==> config.mk <==
export PLATFORM = sky130hd
export DESIGN_NAME = fd_circle_fetch_flat
export DESIGN_NICKNAME = d
export VERILOG_FILES = /design/src/rtl/fd_circle_fetch_if.sv /design/src/rtl/fd_circle_fetch.sv /design/src/flat_wrapper.sv
export SDC_FILE = /design/constraint.sdc
export NUM_CORES = 1
export LEC_CHECK = 0
export CAP_MARGIN = 40
export CORE_UTILIZATION = 30
export DETAILED_ROUTE_END_ITERATION = 8
export PLACE_DENSITY = 0.48
export SLEW_MARGIN = 30
export SYNTH_ARGS = -nofsm -noshare
export SYNTH_HDL_FRONTEND = slang
export SYNTH_SLANG_ARGS = --single-unit
==> constraint.sdc <==
create_clock -name clk -period 38.5 [get_ports clk]
set_input_delay 9.625 -clock clk [delete_from_list [all_inputs] [get_ports clk]]
set_output_delay 9.625 -clock clk [all_outputs]
set_load 0.05 [all_outputs]
==> src/rtl/fd_circle_fetch_if.sv <==
// Signal bundle between the FAST scheduler/SRAM side and fd_circle_fetch.
// The master side requests evaluations and returns SRAM data; the slave side is the sequencer.
interface fd_circle_fetch_if;
    logic        start;
    logic [6:0]  refRow;
    logic [7:0]  refCol;
    logic [7:0]  threshold;
    logic [14:0] refAddr;
    logic [4:0]  adjNumber;
    logic [7:0]  sramData;
    logic        busy;
    logic        done;
    logic        isCorner;
    logic [4:0]  brightRun;
    logic [4:0]  darkRun;

    modport master (
        output start, refRow, refCol, threshold, sramData,
        input  refAddr, adjNumber, busy, done, isCorner, brightRun, darkRun
    );

    modport slave (
        input  start, refRow, refCol, threshold, sramData,
        output refAddr, adjNumber, busy, done, isCorner, brightRun, darkRun
    );
endinterface

==> src/rtl/fd_circle_fetch.sv <==
// FAST read-side sequencer: walks the center and 16 circle points of one candidate,
// classifies the returned intensities and runs the contiguous-arc corner test.
module fd_circle_fetch #(
    parameter int RD_LAT  = 1,
    parameter int ARC     = 9,
    parameter int COLUMNS = 180,
    parameter int ROWS    = 120
) (
    input  logic             clk,
    input  logic             rst,
    fd_circle_fetch_if.slave bus
);
    typedef enum logic [2:0] {IDLE, ISSUE, DRAIN, EVAL, DONE} state_t;

    state_t                 state_q, state_d;
    logic [4:0]             adj_q, adj_d;
    logic [14:0]            addr_q, addr_d;
    logic [7:0]             thr_q, thr_d;
    logic [7:0]             center_q, center_d;
    logic [15:0]            bright_q, bright_d;
    logic [15:0]            dark_q, dark_d;
    logic [RD_LAT-1:0][4:0] tag_q, tag_d;
    logic [2:0]             cnt_q, cnt_d;
    logic                   busy_q, busy_d;
    logic                   done_q, done_d;
    logic                   corner_q, corner_d;
    logic [4:0]             brun_q, brun_d;
    logic [4:0]             drun_q, drun_d;

    logic       border;
    logic [4:0] tag_out;
    logic [8:0] p9, hi9, lo9;
    logic       is_bright, is_dark;
    logic [4:0] brun_eval, drun_eval;

    // Longest circular run: scanning the mask twice catches runs that wrap 16 -> 1;
    // the saturating counter makes an all-ones mask report exactly 16.
    function automatic logic [4:0] circ_run(input logic [15:0] m);
        logic [31:0] dbl;
        logic [4:0]  run;
        logic [4:0]  best;
        dbl  = {m, m};
        run  = 5'd0;
        best = 5'd0;
        for (int i = 0; i < 32; i++) begin
            if (dbl[i]) begin
                if (run != 5'd16) run = run + 5'd1;
            end else begin
                run = 5'd0;
            end
            if (run > best) best = run;
        end
        return best;
    endfunction

    assign border = (int'(bus.refRow) < 3) || (int'(bus.refRow) > ROWS - 4) ||
                    (int'(bus.refCol) < 3) || (int'(bus.refCol) > COLUMNS - 4);

    assign tag_out   = tag_q[RD_LAT-1];
    assign p9        = {1'b0, bus.sramData};
    assign hi9       = {1'b0, center_q} + {1'b0, thr_q};
    assign lo9       = {1'b0, center_q} - {1'b0, thr_q};
    assign is_bright = p9 > hi9;
    assign is_dark   = (center_q >= thr_q) && (p9 < lo9);
    assign brun_eval = circ_run(bright_q);
    assign drun_eval = circ_run(dark_q);

    always_comb begin
        // NOTE: every _d starts as its _q so no path through the case leaves a latch.
        state_d  = state_q;
        adj_d    = adj_q;
        addr_d   = addr_q;
        thr_d    = thr_q;
        center_d = center_q;
        bright_d = bright_q;
        dark_d   = dark_q;
        cnt_d    = cnt_q;
        busy_d   = busy_q;
        done_d   = done_q;
        corner_d = corner_q;
        brun_d   = brun_q;
        drun_d   = drun_q;

        tag_d[0] = adj_q;
        for (int i = 1; i < RD_LAT; i++) tag_d[i] = tag_q[i-1];

        if (tag_out == 5'd17) begin
            center_d = bus.sramData;
        end else if (tag_out != 5'd0) begin
            bright_d[4'(tag_out - 5'd1)] = is_bright;
            dark_d[4'(tag_out - 5'd1)]   = is_dark;
        end

        case (state_q)
            IDLE: begin
                if (bus.start) begin
                    thr_d  = bus.threshold;
                    addr_d = 15'(bus.refRow) * 15'(COLUMNS) + 15'(bus.refCol);
                    busy_d = 1'b1;
                    if (border) begin
                        state_d  = DONE;
                        done_d   = 1'b1;
                        corner_d = 1'b0;
                        brun_d   = 5'd0;
                        drun_d   = 5'd0;
                    end else begin
                        state_d = ISSUE;
                        adj_d   = 5'd17;
                    end
                end
            end
            ISSUE: begin
                if (adj_q == 5'd17) begin
                    adj_d = 5'd1;
                end else if (adj_q == 5'd16) begin
                    adj_d   = 5'd0;
                    cnt_d   = 3'(RD_LAT - 1);
                    state_d = DRAIN;
                end else begin
                    adj_d = adj_q + 5'd1;
                end
            end
            DRAIN: begin
                if (cnt_q == 3'd0) state_d = EVAL;
                else               cnt_d   = cnt_q - 3'd1;
            end
            EVAL: begin
                brun_d   = brun_eval;
                drun_d   = drun_eval;
                corner_d = (int'(brun_eval) >= ARC) || (int'(drun_eval) >= ARC);
                done_d   = 1'b1;
                state_d  = DONE;
            end
            DONE: begin
                done_d  = 1'b0;
                busy_d  = 1'b0;
                state_d = IDLE;
            end
            default: state_d = IDLE;
        endcase
    end

    always_ff @(posedge clk) begin
        if (rst) begin
            // NOTE: the tag pipe must clear on reset so in-flight SRAM data is never captured.
            state_q  <= IDLE;
            adj_q    <= '0;
            addr_q   <= '0;
            thr_q    <= '0;
            center_q <= '0;
            bright_q <= '0;
            dark_q   <= '0;
            tag_q    <= '0;
            cnt_q    <= '0;
            busy_q   <= 1'b0;
            done_q   <= 1'b0;
            corner_q <= 1'b0;
            brun_q   <= '0;
            drun_q   <= '0;
        end else begin
            // NOTE: non-blocking updates so every register sees the pre-edge values.
            state_q  <= state_d;
            adj_q    <= adj_d;
            addr_q   <= addr_d;
            thr_q    <= thr_d;
            center_q <= center_d;
            bright_q <= bright_d;
            dark_q   <= dark_d;
            tag_q    <= tag_d;
            cnt_q    <= cnt_d;
            busy_q   <= busy_d;
            done_q   <= done_d;
            corner_q <= corner_d;
            brun_q   <= brun_d;
            drun_q   <= drun_d;
        end
    end

    assign bus.refAddr   = addr_q;
    assign bus.adjNumber = adj_q;
    assign bus.busy      = busy_q;
    assign bus.done      = done_q;
    assign bus.isCorner  = corner_q;
    assign bus.brightRun = brun_q;
    assign bus.darkRun   = drun_q;
endmodule

==> src/flat_wrapper.sv <==
// flat-port wrapper written by rule: the top's interface ports become plain ports
module fd_circle_fetch_flat 
#(
    parameter int RD_LAT  = 1,
    parameter int ARC     = 9,
    parameter int COLUMNS = 180,
    parameter int ROWS    = 120
)
  (clk, rst, bus_start, bus_refRow, bus_refCol, bus_threshold, bus_sramData, bus_refAddr, bus_adjNumber, bus_busy, bus_done, bus_isCorner, bus_brightRun, bus_darkRun);
  fd_circle_fetch_if bus_i ();
  input  logic clk;
  input  logic rst;
  input wire logic [$bits(bus_i.start)-1:0] bus_start;
  input wire logic [$bits(bus_i.refRow)-1:0] bus_refRow;
  input wire logic [$bits(bus_i.refCol)-1:0] bus_refCol;
  input wire logic [$bits(bus_i.threshold)-1:0] bus_threshold;
  input wire logic [$bits(bus_i.sramData)-1:0] bus_sramData;
  output wire logic [$bits(bus_i.refAddr)-1:0] bus_refAddr;
  output wire logic [$bits(bus_i.adjNumber)-1:0] bus_adjNumber;
  output wire logic [$bits(bus_i.busy)-1:0] bus_busy;
  output wire logic [$bits(bus_i.done)-1:0] bus_done;
  output wire logic [$bits(bus_i.isCorner)-1:0] bus_isCorner;
  output wire logic [$bits(bus_i.brightRun)-1:0] bus_brightRun;
  output wire logic [$bits(bus_i.darkRun)-1:0] bus_darkRun;
  assign bus_i.start = bus_start;
  assign bus_i.refRow = bus_refRow;
  assign bus_i.refCol = bus_refCol;
  assign bus_i.threshold = bus_threshold;
  assign bus_i.sramData = bus_sramData;
  assign bus_refAddr = bus_i.refAddr;
  assign bus_adjNumber = bus_i.adjNumber;
  assign bus_busy = bus_i.busy;
  assign bus_done = bus_i.done;
  assign bus_isCorner = bus_i.isCorner;
  assign bus_brightRun = bus_i.brightRun;
  assign bus_darkRun = bus_i.darkRun;
  fd_circle_fetch #(.RD_LAT(RD_LAT), .ARC(ARC), .COLUMNS(COLUMNS), .ROWS(ROWS)) u_core (.clk(clk), .rst(rst), .bus(bus_i));
endmodule
==> impl_metrics.json, run 1 <==
{
  "hold_viol_final": 0,
  "wl_per_cell_um": 15.8,
  "drc": 0,
  "root_buffer": "clkbuf_16",
  "antenna_cells": 0,
  "worst_path_most_repeated_cell": "o21a_1",
  "grt_util_met3_pct": 2.17,
  "first_pass_iters": 5,
  "synth_most_common_cell": "ha_1",
  "max_slew_margin_pct": 41.6,
  "synth_area_leader_cell": "ha_1",
  "worstSetupPathType": "flip-flop to flip-flop",
  "drt-initial-drc-count": 1342,
  "fin_crit_sh_pct": 103,
  "grt_setup_unrepaired": "yes",
  "r2r_slack_ns": -1.07,
  "cp.arrival_ns": 39.86,
  "htreeDepth": 3,
  "numPortBuffers": 66,
  "synth_edf_count": 0,
  "synth_area_leaders": "ha_1 21%, dfxtp_1 6.6%, nand2_1 4.9%, inv_1 4.8%, a21oi_1 4.2%",
  "ant_nets": 0,
  "synth_ff_type": "dfxtp_1",
  "setup_viol": 11,
  "die_w_um": 307,
  "ys_ff_latch": 92,
  "grt-ovfl-total": 0,
  "worst_slew_pin_slew_ns": 0.867,
  "drv_cap": 0,
  "fmaxAchievable_mhz": 25.3,
  "grt_max_degree": 57,
  "grt_pass1_vias": 28400,
  "cts_num_sinks": 92,
  "clock_latency_ns": 0.38,
  "whs_endpoint": "u_core.cnt_q[1]",
  "wirelength_um": 89300,
  "rows": 111,
  "routed_via_density": 5.17,
  "io_pins": 67,
  "ys_warn_count": 0,
  "dpl.hpwl_um": 70800,
  "critPathSlowestCell": "or4bb_1",
  "gp_congestion": 0.889,
  "grt_busiest_layer": "met2",
  "met2_usage_pct": 30.6,
  "synthesis.area_um2": 27900,
  "grt_pass1_wl_um": 146000,
  "hold_ws_ns": 0.454,
  "layout-drive-gt1-share_pct": 30.5,
  "synth.net_count": 4287,
  "clk_pin_slew_worst_paths_ns": 0.07,
  "die_area_um2": 94100,
  "num_vias": 29200,
  "synthToLayoutAreaGrowth_pct": 34.9,
  "yosys.area.top_type_share_pct": 20.9,
  "async_flop_share_pct": 0,
  "postSynthCellCount": 3777,
  "period_minus_slack_ns": 39.57,
  "initial_utilization_pct": 30.4,
  "use_met1_pct": 25.3,
  "cts_tree": "built",
  "grt_antenna_before_repair": 0,
  "ys_types": 153,
  "fill_cells": 9462,
  "hold_buffers": 0,
  "finalMaxSlewViolations": 0,
  "hold_path.startpoint": "u_core.cnt_q[1]",
  "hp-class": "flip-flop to flip-flop",
  "critPathRequiredTime_ns": 38.80,
  "cts_inserted_buffers": 9,
  "grt_usage_pct": 18.4,
  "r2r-end": "u_core.bus.isCorner",
  "cp_slowest_stage_delay_ns": 0.49,
  "fin_skew_ns": 0.0131,
  "reg2reg_from": "u_core.bright_q[0]",
  "violations": "setup timing",
  "ys_seq_area_share_pct": 6.61,
  "worstHoldPathCells": 2,
  "status": "finished, violations left",
  "cp_max_fo": 7,
  "cp-end-kind": "flip-flop",
  "syn_avg_cell_area_um2": 7.38,
  "start_kind": "flip-flop",
  "worst_slack_ns": -1.07,
  "synthTopCellsByCount": "465 x ha_1, 363 x nand2_1, 354 x inv_1",
  "core_um2": 91800,
  "cts_buffer_depth": 2,
  "nets": 4910,
  "chipHeight_um": 307,
  "reg2regPathDepth": 245
}
[logic make-up after synthesis]
group	count (synthesis)	share of synthesized area, %
AO/OA/AOI/OAI	1058	27.7
XOR/XNOR	125	4.29
adder cells (fa/ha/maj)	477	21.7
buffers and inverters	495	7.05
flip-flops	92	6.61
multiplexers	221	8.60
AND/OR/NAND/NOR	1309	24.0
[what timing repair did]
action,CTS,global route
gates resized for setup,199,248
buffers inserted,168,54
endpoints found under the setup margin,11,11
gates cloned,0,0
pin swaps,121,155
[worst max path at each step]
stage | startpoint | to
after floorplan | u_core.bright_q[0] | u_core.bus.isCorner
after global placement | u_core.bright_q[0] | u_core.bus.isCorner
after detailed placement | u_core.bright_q[0] | u_core.bus.isCorner
after CTS | u_core.bright_q[0] | u_core.bus.isCorner
after global routing | u_core.bright_q[0] | u_core.bus.isCorner
final | u_core.bright_q[0] | u_core.bus.isCorner
[worst max-delay path: cells and delay by family (launching register included)]
family | cells | cell delay [ns]
buffers and inverters | 16 | 1.67
adder cells (fa/ha/maj) | 32 | 7.90
AO/OA/AOI/OAI | 116 | 16.48
flip-flops | 1 | 0.40
multiplexers | 22 | 6.35
AND/OR/NAND/NOR | 59 | 6.62
[flip-flops by register name, indices dropped and copies added, names as in the netlist]
name                  count
u_core.bright_q          16
u_core.bus.adjNumber      5
u_core.bus.brightRun      5
u_core.bus.busy           1
u_core.bus.darkRun        5
u_core.bus.done           1
u_core.bus.isCorner       1
u_core.bus.refAddr       15
u_core.center_q           8
u_core.cnt_q              3
u_core.dark_q            16
u_core.state_q            3
u_core.tag_out            5
u_core.thr_q              8
[area by class of cell]
type                       count  area, µm²  share of cell area, %
inverter                     391       1480                   3.94
tap                         1243       1560                   4.14
multi-input combinational   3190      26700                   71.1
clock buffer                   9        225                  0.599
clock inverter                 7        103                  0.273
sequential                    92       1850                   4.93
timing repair buffer         716       5650                   15.0
[routing by layer]
metal	wire [µm]	vias up
met5	0	-
met4	1560	0
met3	2950	73
met2	40900	405
met1	43900	13700
li1	-	15000
[cells in the final DEF (no fill, tap or decap), types with 71 or more instances in the layout]
master and count:
o21a_1 140, o21ai_0 93, inv_1 343, ha_1 376
xnor2_1 90, nand2b_1 85, buf_4 622, dfxtp_1 88
a21oi_1 164, nand2_1 355, nor2_1 268, mux2i_1 79
o21ai_1 80, ha_4 71, nand3_1 118
[through the flow]
step | setup TNS (ns) | cells | setup slack [ns] | util, % | instance area (µm²)
after floorplan | 0 | 3777 | 0.000515 | - | 28400
after global placement | -17.86 | 5417 | -2.78 | 36.4 | 33400
after detailed placement | -22.95 | 5419 | -2.78 | 36.4 | 33400
after CTS | -7.03 | 5599 | -1.09 | 39.3 | 36100
after global routing | -33.41 | 5648 | -3.30 | 40.9 | 37600
final | -8.81 | 5648 | -1.07 | 40.9 | 37600
Power of run 1 is left out: the tool's default activity adds up to more than one toggle a clock period on the data nets, which glitch-free logic cannot reach.
==> inputs of run 2 (changes only) <==
--- a/config.mk
+++ b/config.mk
@@ -7,6 +7,7 @@
 export LEC_CHECK = 0
 export CAP_MARGIN = 40
 export CORE_UTILIZATION = 30
+export CTS_BUF_LIST = sky130_fd_sc_hd__clkbuf_2
 export DETAILED_ROUTE_END_ITERATION = 8
 export PLACE_DENSITY = 0.48
 export SLEW_MARGIN = 30
==> impl_metrics.json, run 2 (synthesis results as in run 1) <==
{
  "status": "finished, violations left",
  "violations": "setup timing",
  "fin_skew_ns": 0.0430,
  "utilization_pct": 40.7,
  "grt_setup_unrepaired": "yes",
  "grt_pass1_wl_um": 146000,
  "hold_ws_ns": 0.469,
  "cp.arrival_ns": 40.35,
  "initial_utilization_pct": 30.4,
  "drc": 0,
  "grt_antenna_before_repair": 0,
  "setup_viol": 11,
  "hold_buffers": 0,
  "fin_crit_sh_pct": 103,
  "hp-class": "flip-flop to flip-flop",
  "wl_met2_um": 40700,
  "start_kind": "flip-flop",
  "grt-ovfl-total": 0,
  "whs_endpoint": "u_core.bus.refAddr[6]",
  "drt-met1-wl_um": 43900,
  "rows": 111,
  "clock_latency_ns": 0.76,
  "clk_pin_slew_worst_paths_ns": 0.32,
  "ant_nets": 0,
  "cts_inserted_buffers": 9,
  "root_buffer": "clkbuf_2",
  "finalMaxSlewViolations": 0,
  "drv_cap": 0,
  "max_slew_margin_pct": 41.6,
  "num_vias": 29200,
  "htreeDepth": 3,
  "hold_path.startpoint": "u_core.bus.refAddr[6]",
  "nets": 4906,
  "critPathRequiredTime_ns": 39.17,
  "die_area_um2": 94100,
  "wl_met3_um": 3010,
  "wirelength_um": 89100,
  "chipHeight_um": 307,
  "critPathSlowestCell": "dfxtp_4",
  "worst_slack_ns": -1.18,
  "worst_path_most_repeated_cell": "o21a_1",
  "synthToLayoutAreaGrowth_pct": 34.1,
  "cts_num_sinks": 92,
  "hold_viol_final": 0,
  "layout-drive-gt1-share_pct": 30.3,
  "dpl.hpwl_um": 70800,
  "routed_via_density": 5.17,
  "r2r-end": "u_core.bus.isCorner",
  "fill_cells": 9512,
  "cp_slowest_stage_delay_ns": 0.46,
  "worst_slew_pin_slew_ns": 0.867,
  "fmaxAchievable_mhz": 25.2,
  "reg2reg_from": "u_core.dark_q[1]",
  "worstSetupPathType": "flip-flop to flip-flop",
  "cp_max_fo": 7,
  "core_um2": 91800,
  "cts_buffer_depth": 2,
  "first_pass_iters": 5,
  "reg2regPathDepth": 248,
  "wl_per_cell_um": 15.8,
  "io_pins": 67,
  "layout_commonest_cell": "buf_4",
  "drt-initial-drc-count": 1242,
  "gp_congestion": 0.889,
  "grt_max_degree": 57,
  "grt_usage_pct": 18.4,
  "r2r_slack_ns": -1.18,
  "cp-end-kind": "flip-flop",
  "antenna_cells": 0,
  "grt_pass1_vias": 28300,
  "cts_tree": "built",
  "top_layer_used": "met4",
  "numPortBuffers": 66,
  "period_minus_slack_ns": 39.68,
  "die_w_um": 307,
  "worstHoldPathCells": 2,
  "final_cell_mix": "617 x buf_4, 378 x ha_1, 355 x nand2_1, 342 x inv_1, 268 x nor2_1",
  "dp_slack_ns": -2.78
}
[run 2: cell count changes in the layout (fill, tap and decap cells not counted), moves of 2 or more]
cell       delta
clkbuf_16     -9
buf_4         -5
clkbuf_2      +9
nand3_2       -2
a21oi_1       +2
ha_1          +2
ha_2          -2
a21oi_4       -2
[run 2: worst max-delay path: cells and delay by family (launching register included)]
family | cells | cell delay [ns]
muxes | 18 | 5.30
AOI/OAI and AO/OA | 120 | 17.17
buffers and inverters | 13 | 1.60
and+or+nand+nor | 65 | 7.06
DFF | 1 | 0.46
adders and majority gates | 32 | 7.89
[run 2: timing repair]
item / CTS / global route
gates resized for setup: 194 / 251
setup buffers: 169 / 55
endpoints found under the setup margin: 11 / 11
pin swaps: 119 / 149
[run 2: metal layers]
metal | GRT usage, % | vias to the layer above
met1 | 25.3 | 13700
met2 | 30.6 | 444
met4 | 3.72 | 0
met5 | 0 | -
met3 | 2.08 | 79
li1 | - | 15000
[run 2: layout make-up]
type | count | area [µm²] | area share, %
flip-flops and latches | 92 | 1850 | 4.96
clock inverters | 7 | 103 | 0.275
repair buffers | 712 | 5620 | 15.1
multi-input cells | 3190 | 26700 | 71.4
clock buffers | 9 | 45.0 | 0.121
well taps | 1243 | 1560 | 4.16
inverters | 391 | 1480 | 3.97
[run 2: through the flow]
| step | setup TNS, ns | cells | area [µm²] |
|---|---|---|---|
| floorplan | 0 | 3777 | 28400 |
| global route | -34.10 | 5644 | 37400 |
| CTS | -7.56 | 5600 | 35800 |
| detailed placement | -22.95 | 5419 | 33400 |
| finish | -9.70 | 5644 | 37400 |
| global placement | -17.86 | 5417 | 33400 |
[run 2: worst max-delay path by stage]
stage | cells past startpoint | endpoint | slack (ns) | startpoint
floorplan | 247 | u_core.bus.isCorner | 0.0005 | u_core.bright_q[0]
global placement | 241 | u_core.bus.isCorner | -2.78 | u_core.bright_q[0]
detailed placement | 242 | u_core.bus.isCorner | -2.78 | u_core.bright_q[0]
CTS | 246 | u_core.bus.isCorner | -1.09 | u_core.bright_q[0]
global route | 254 | u_core.bus.isCorner | -3.38 | u_core.dark_q[0]
finish | 248 | u_core.bus.isCorner | -1.18 | u_core.dark_q[1]
Power of run 2 is left out for the same reason.
==> inputs of run 3 (changes only) <==
--- a/config.mk
+++ b/config.mk
@@ -8,6 +8,7 @@
 export CAP_MARGIN = 40
 export CORE_UTILIZATION = 30
 export CTS_BUF_LIST = sky130_fd_sc_hd__clkbuf_2
+export CTS_CLUSTER_SIZE = 16
 export DETAILED_ROUTE_END_ITERATION = 8
 export PLACE_DENSITY = 0.48
 export SLEW_MARGIN = 30
==> results of run 3 <==
The final DEF is identical to that of run 2; final timing and power are the same.
Power of run 3 is left out for the same reason.
